## src/rtl/shift_exec_stage.sv

```systemverilog
// Two-stage valid/ready shift/rotate execute unit (RV32I shifts + Zbb rotates); result 2 cycles after accept.
// Stage 1 decodes and registers operands, stage 2 registers the barrel_masker result; stalls propagate back via in_ready.

module barrel_masker #(
    parameter int Width    = 32,
    parameter int AmtWidth = $clog2(Width)
) (
    input  logic [Width-1:0]    value,
    input  logic [AmtWidth-1:0] amount,
    input  logic                left1_right0,
    input  logic                shift1_rotate0,
    input  logic                arith1_logic0,
    input  logic                sign,
    output logic [Width-1:0]    result
);
    logic [2*Width-1:0] dbl_left;
    logic [2*Width-1:0] dbl_right;
    logic [Width-1:0]   rotated;
    logic [Width-1:0]   left_mask;
    logic [Width-1:0]   right_mask;
    logic [Width-1:0]   fill;

    // Rotate first, then mask away the wrapped-in bits for true shifts.
    always_comb begin
        dbl_left   = {value, value} << amount;
        dbl_right  = {value, value} >> amount;
        rotated    = left1_right0 ? dbl_left[2*Width-1:Width] : dbl_right[Width-1:0];
        left_mask  = {Width{1'b1}} << amount;
        right_mask = {Width{1'b1}} >> amount;
        fill       = {Width{arith1_logic0 & sign}} & ~right_mask;
        result     = rotated;
        if (shift1_rotate0) begin
            if (left1_right0) begin
                result = rotated & left_mask;
            end else begin
                result = (rotated & right_mask) | fill;
            end
        end
    end
endmodule

module shift_exec_stage #(
    parameter int BitWidth = 32,
    parameter int TagWidth = 5
) (
    input  logic                clk,
    input  logic                rst,
    input  logic                in_valid,
    output logic                in_ready,
    input  logic [2:0]          in_funct3,
    input  logic [6:0]          in_funct7,
    input  logic                in_is_imm,
    input  logic [BitWidth-1:0] in_rs1,
    input  logic [BitWidth-1:0] in_rs2,
    input  logic [TagWidth-1:0] in_rd,
    output logic                out_valid,
    input  logic                out_ready,
    output logic [BitWidth-1:0] out_result,
    output logic [TagWidth-1:0] out_rd,
    output logic                out_illegal
);
    localparam int AmtWidth = $clog2(BitWidth);

    logic                s1_valid;
    logic [BitWidth-1:0] s1_rs1;
    logic [AmtWidth-1:0] s1_amount;
    logic                s1_left;
    logic                s1_shift;
    logic                s1_arith;
    logic                s1_sign;
    logic                s1_illegal;
    logic [TagWidth-1:0] s1_rd;

    logic                s1_load;
    logic                s2_load;
    logic                dec_left;
    logic                dec_shift;
    logic                dec_arith;
    logic                dec_illegal;
    logic [BitWidth-1:0] bm_result;
    logic                unused_rs2_high;

    assign s2_load  = s1_valid && (!out_valid || out_ready);
    assign in_ready = !s1_valid || s2_load;
    assign s1_load  = in_valid && in_ready;

    // Upper rs2 bits are the rest of the immediate / register value; only the amount matters.
    assign unused_rs2_high = ^in_rs2[BitWidth-1:AmtWidth];

    always_comb begin
        dec_left    = 1'b0;
        dec_shift   = 1'b1;
        dec_arith   = 1'b0;
        dec_illegal = 1'b0;
        case (in_funct3)
            3'b001: begin
                dec_left = 1'b1;
                if (in_funct7 == 7'b0110000 && !in_is_imm) begin
                    dec_shift = 1'b0;
                end else if (in_funct7 != 7'b0000000) begin
                    dec_illegal = 1'b1;
                end
            end
            3'b101: begin
                case (in_funct7)
                    7'b0000000: dec_arith = 1'b0;
                    7'b0100000: dec_arith = 1'b1;
                    7'b0110000: dec_shift = 1'b0;
                    default:    dec_illegal = 1'b1;
                endcase
            end
            default: dec_illegal = 1'b1;
        endcase
    end

    always_ff @(posedge clk) begin
        if (rst) begin
            s1_valid   <= 1'b0;
            s1_rs1     <= '0;
            s1_amount  <= '0;
            s1_left    <= 1'b0;
            s1_shift   <= 1'b0;
            s1_arith   <= 1'b0;
            s1_sign    <= 1'b0;
            s1_illegal <= 1'b0;
            s1_rd      <= '0;
        end else if (s1_load) begin
            s1_valid   <= 1'b1;
            s1_rs1     <= in_rs1;
            s1_amount  <= in_rs2[AmtWidth-1:0];
            s1_left    <= dec_left;
            s1_shift   <= dec_shift;
            s1_arith   <= dec_arith;
            s1_sign    <= in_rs1[BitWidth-1];
            s1_illegal <= dec_illegal;
            s1_rd      <= in_rd;
        end else if (s2_load) begin
            s1_valid   <= 1'b0;
        end
    end

    barrel_masker #(
        .Width    (BitWidth),
        .AmtWidth (AmtWidth)
    ) u_barrel_masker (
        .value          (s1_rs1),
        .amount         (s1_amount),
        .left1_right0   (s1_left),
        .shift1_rotate0 (s1_shift),
        .arith1_logic0  (s1_arith),
        .sign           (s1_sign),
        .result         (bm_result)
    );

    always_ff @(posedge clk) begin
        if (rst) begin
            out_valid   <= 1'b0;
            out_result  <= '0;
            out_rd      <= '0;
            out_illegal <= 1'b0;
        end else if (s2_load) begin
            out_valid   <= 1'b1;
            out_result  <= s1_illegal ? '0 : bm_result;
            out_rd      <= s1_rd;
            out_illegal <= s1_illegal;
        end else if (out_ready) begin
            out_valid   <= 1'b0;
        end
    end
endmodule

```

## config.mk

```make
export PLATFORM = sky130hd
export DESIGN_NAME = shift_exec_stage
export DESIGN_NICKNAME = d
export VERILOG_FILES = /design/src/rtl/shift_exec_stage.sv
export SDC_FILE = /design/constraint.sdc
export NUM_CORES = 1
export LEC_CHECK = 0
export CAP_MARGIN = 10
export CORE_MARGIN = 4
export CORE_UTILIZATION = 61
export DETAILED_ROUTE_END_ITERATION = 16
export HOLD_SLACK_MARGIN = 0.06
export PLACE_DENSITY = 0.88
export SLEW_MARGIN = 25
export SYNTH_ARGS = -nofsm -noshare
export SYNTH_HDL_FRONTEND = slang
export SYNTH_HIERARCHICAL = 1
export SYNTH_SLANG_ARGS = --single-unit
```

## constraint.sdc

```tcl
create_clock -name clk -period 6.4 [get_ports clk]
set_clock_uncertainty 0.1 [all_clocks]
set_input_delay 1.28 -clock clk [delete_from_list [all_inputs] [get_ports clk]]
set_output_delay 1.28 -clock clk [all_outputs]
set_load 0.02 [all_outputs]
```

==> impl_metrics.toml <==
[run_status]
status = "completed"

[place]
dpl.hpwl_um = 23520
io_buffers = 96
dp_slack_ns = 1.977
gp_congestion = 1.058

[synthesis]
synth_flop_cell = "dfxtp_1"
avgSynthCellArea_um2 = 8.418
synth_cells = 1041
synth_area_leaders = "dfxtp_1 20%, mux4_2 17%, o21ai_0 6.3%, a21oi_1 6.0%, mux2i_1 5.3%"
ys.warnings.count = 6
synth_top_area_share_pct = 19.65
ys_ff_latch = 86
ys_seq_area_share_pct = 19.65
synth_top_cell_by_area = "dfxtp_1"
synth_edf_count = 0
synth-async-reset-ratio_pct = 0
yosys.cell_types.count = 70
syn_area_um2 = 8763
synth_nets = 1125

[worst_setup_path]
r2r-start = "s1_amount[2]$_SDFFE_PP0P_"
cp_common_cell = "clkdlybuf4s50_1"
timing.rr.end = "out_result[13]$_SDFFE_PP0P_"
reg2reg_depth = 8
crit_required_ns = 5.02
path_cells = "clkdlybuf4s50_1, and3b_1, buf_4, clkinv_2, clkdlybuf4s50_1"
cp_max_fo = 45
slowest_delay_ns = 0.55
start_kind = "input pin"
criticalPathCategory = "in2out"
crit_path_end_kind = "primary output"
r2r_setup_slack_ns = 2.43
cp.arrival_ns = 3.04
cp_slowest_cell = "clkdlybuf4s50_1"

[sta]
rsz0062_at_grt = "no"
finalCritPeriodShare_pct = 69.08
fin_setup_tns_ns = 0
setup_violations = 0
slew_viol_final = 0
relSlewSlack_pct = 28.34
setup_ws_ns = 1.979
tightest_slew_ns = 1.061
max_freq_mhz = 226.2
final_hold_viol_count = 0
layout_min_cycle_time_ns = 4.421

[grt]
grt_pass1_wl_um = 52250
overflow = 0
antenna_found_initial = 0
track_usage_pct = 41.09
grt_max_degree = 87
first_global_vias = 8875

[pwr]
p_leak_nw = 3.235
peakVddDrop_v = 0.0001647
power.density_nw_per_um2 = 176.6

[floorplanning]
die_h_um = 127.9
die_area_um2 = 16350
coreArea_um2 = 13990
initial_core_util_pct = 62.65
die_w_um = 127.9
io_pins = 124
rows = 43

[route]
vias_per_cell = 7.859
first_pass_iters = 7
avgRoutedWirePerCell_um = 27.76
ant_nets = 0
wl_um = 34110
vias = 9659
drtIter0Drc = 1877
drc = 0

[run]
cap_violations = 0

[clock_tree]
ctsResizeCount = 0
clk_latency_ns = 0.35
clock_sinks = 86
cts_made_buffers = 9
cts-root-buf = "clkbuf_16"
htree_levels = 3
cts_tree = "built"
cts_buffer_depth = 2
cts_setup_buffers = 0
clk_pin_slew_worst_paths_ns = 0.07
holdBufCountCts = 0

[layout]
nFillCells = 1149
multi_input_area_um2 = 6419
final_nets = 1127
register_area_um2 = 1733
final_layout_size_suffix_gt1_share_pct = 16.70
syn_to_final_growth_pct = 11.65

[min_path]
hold_class = "reg2reg"
hold_depth = 2
hold_path.startpoint = "out_result[5]$_SDFFE_PP0P_"
hold_end = "out_result[5]$_SDFFE_PP0P_"
[metal layers]
layer | GRT usage (%) | up-vias | wire length (um)
met5 | 2.477 | - | 51
met2 | 59.74 | 817 | 14490
met3 | 12.08 | 199 | 4615
li1 | - | 4086 | -
met4 | 20.97 | 2 | 2439
met1 | 55.36 | 4555 | 12520
[flip-flops by register name, indices dropped and copies added, names as in the netlist]
name / flops
out_result: 32
s1_illegal: 1
out_rd: 5
s1_valid: 1
s1_amount: 5
out_valid: 1
s1_left: 1
s1_rd: 5
out_illegal: 1
s1_arith: 1
s1_shift: 1
s1_rs1: 32
[synth_stat cells (all sizes together), types with 5 or more instances]
cell	instances
nand2	62
o2111ai	5
a32oi	12
clkbuf	66
or3	7
a221oi	10
o311ai	5
o32ai	7
o221ai	5
and2	6
nand2b	16
o21ai	117
dfxtp	86
o22ai	10
nand3	68
buf	54
a211oi	14
a21oi	116
nor3	9
mux4	66
a22oi	7
o31ai	5
mux2i	46
nor2	57
mux2	41
a31oi	5
o211ai	14
nand4b	32
inv	9
nor2b	11
[final cells by class]
type	instances	area share, %
inverter	11	0.4348
sequential	86	17.71
clock inverter	7	0.7545
timing repair buffer	111	10.87
antenna	1	0.02558
tap	180	2.302
clock buffer	9	2.302
multi-input combinational	824	65.60
[critical path: cells and delay by family]
family	cells	cell delay, ns
buffers and inverters	4	1.49
AND/OR/NAND/NOR	1	0.24
[stage by stage]
step / hold WS [ns] / instance area (um^2) / util (%) / cells / total power, mW
after floorplan: 0.3403 / 8763 / - / 1041 / 0.9929
after global placement: 0.3602 / 9478 / 67.75 / 1212 / 1.171
after detailed placement: 0.3586 / 9483 / 67.79 / 1212 / 1.178
after CTS: 0.3751 / 9782 / 69.93 / 1228 / 1.700
after global routing: 0.3935 / 9782 / 69.93 / 1228 / 1.786
final: 0.3726 / 9784 / 69.95 / 1229 / 1.728
[logic make-up (layout without fill, tap and decap cells)]
| logic type | count (synthesis) | count (layout) | share of synthesized area [%] |
|---|---|---|---|
| flip-flops | 86 | 86 | 19.65 |
| buffers and inverters | 131 | 138 | 7.196 |
| AO/OA/AOI/OAI | 379 | 379 | 27.56 |
| AND/OR/NAND/NOR | 292 | 292 | 18.08 |
| multiplexers | 153 | 153 | 27.53 |
| other | 0 | 1 | 0 |
[worst max path at each step]
stage,start,to,depth (start not counted)
2_1_floorplan,out_ready,in_ready,4
3_3_place_gp,out_ready,in_ready,5
3_5_place_dp,out_ready,in_ready,5
4_1_cts,out_ready,in_ready,5
5_1_grt,out_ready,in_ready,5
6_report,out_ready,in_ready,5
[power by group]
part / internal (mW) / switching [mW] / leakage (nW)
logic: 0.243 / 0.328 / 2.38
clock network: 0.277 / 0.247 / 0.149
registers: 0.560 / 0.0720 / 0.706
[cells in the final DEF, fill, tap and decap left out, types with 10 or more instances in the layout]
cell and n:
a211oi_1 14, a21oi_1 105, a21oi_2 11, a221oi_1 10, a32oi_1 12, buf_4 15
clkdlybuf4s50_1 94, dfxtp_1 81, mux2_2 40, mux2i_1 46, mux4_2 66, nand2_1 62
nand2b_1 16, nand3_1 58, nand3_2 10, nand4b_1 32, nor2_1 57, nor2b_1 10
o211ai_1 14, o21ai_0 111, o22ai_1 10
(Power assumes the default switching activity.)
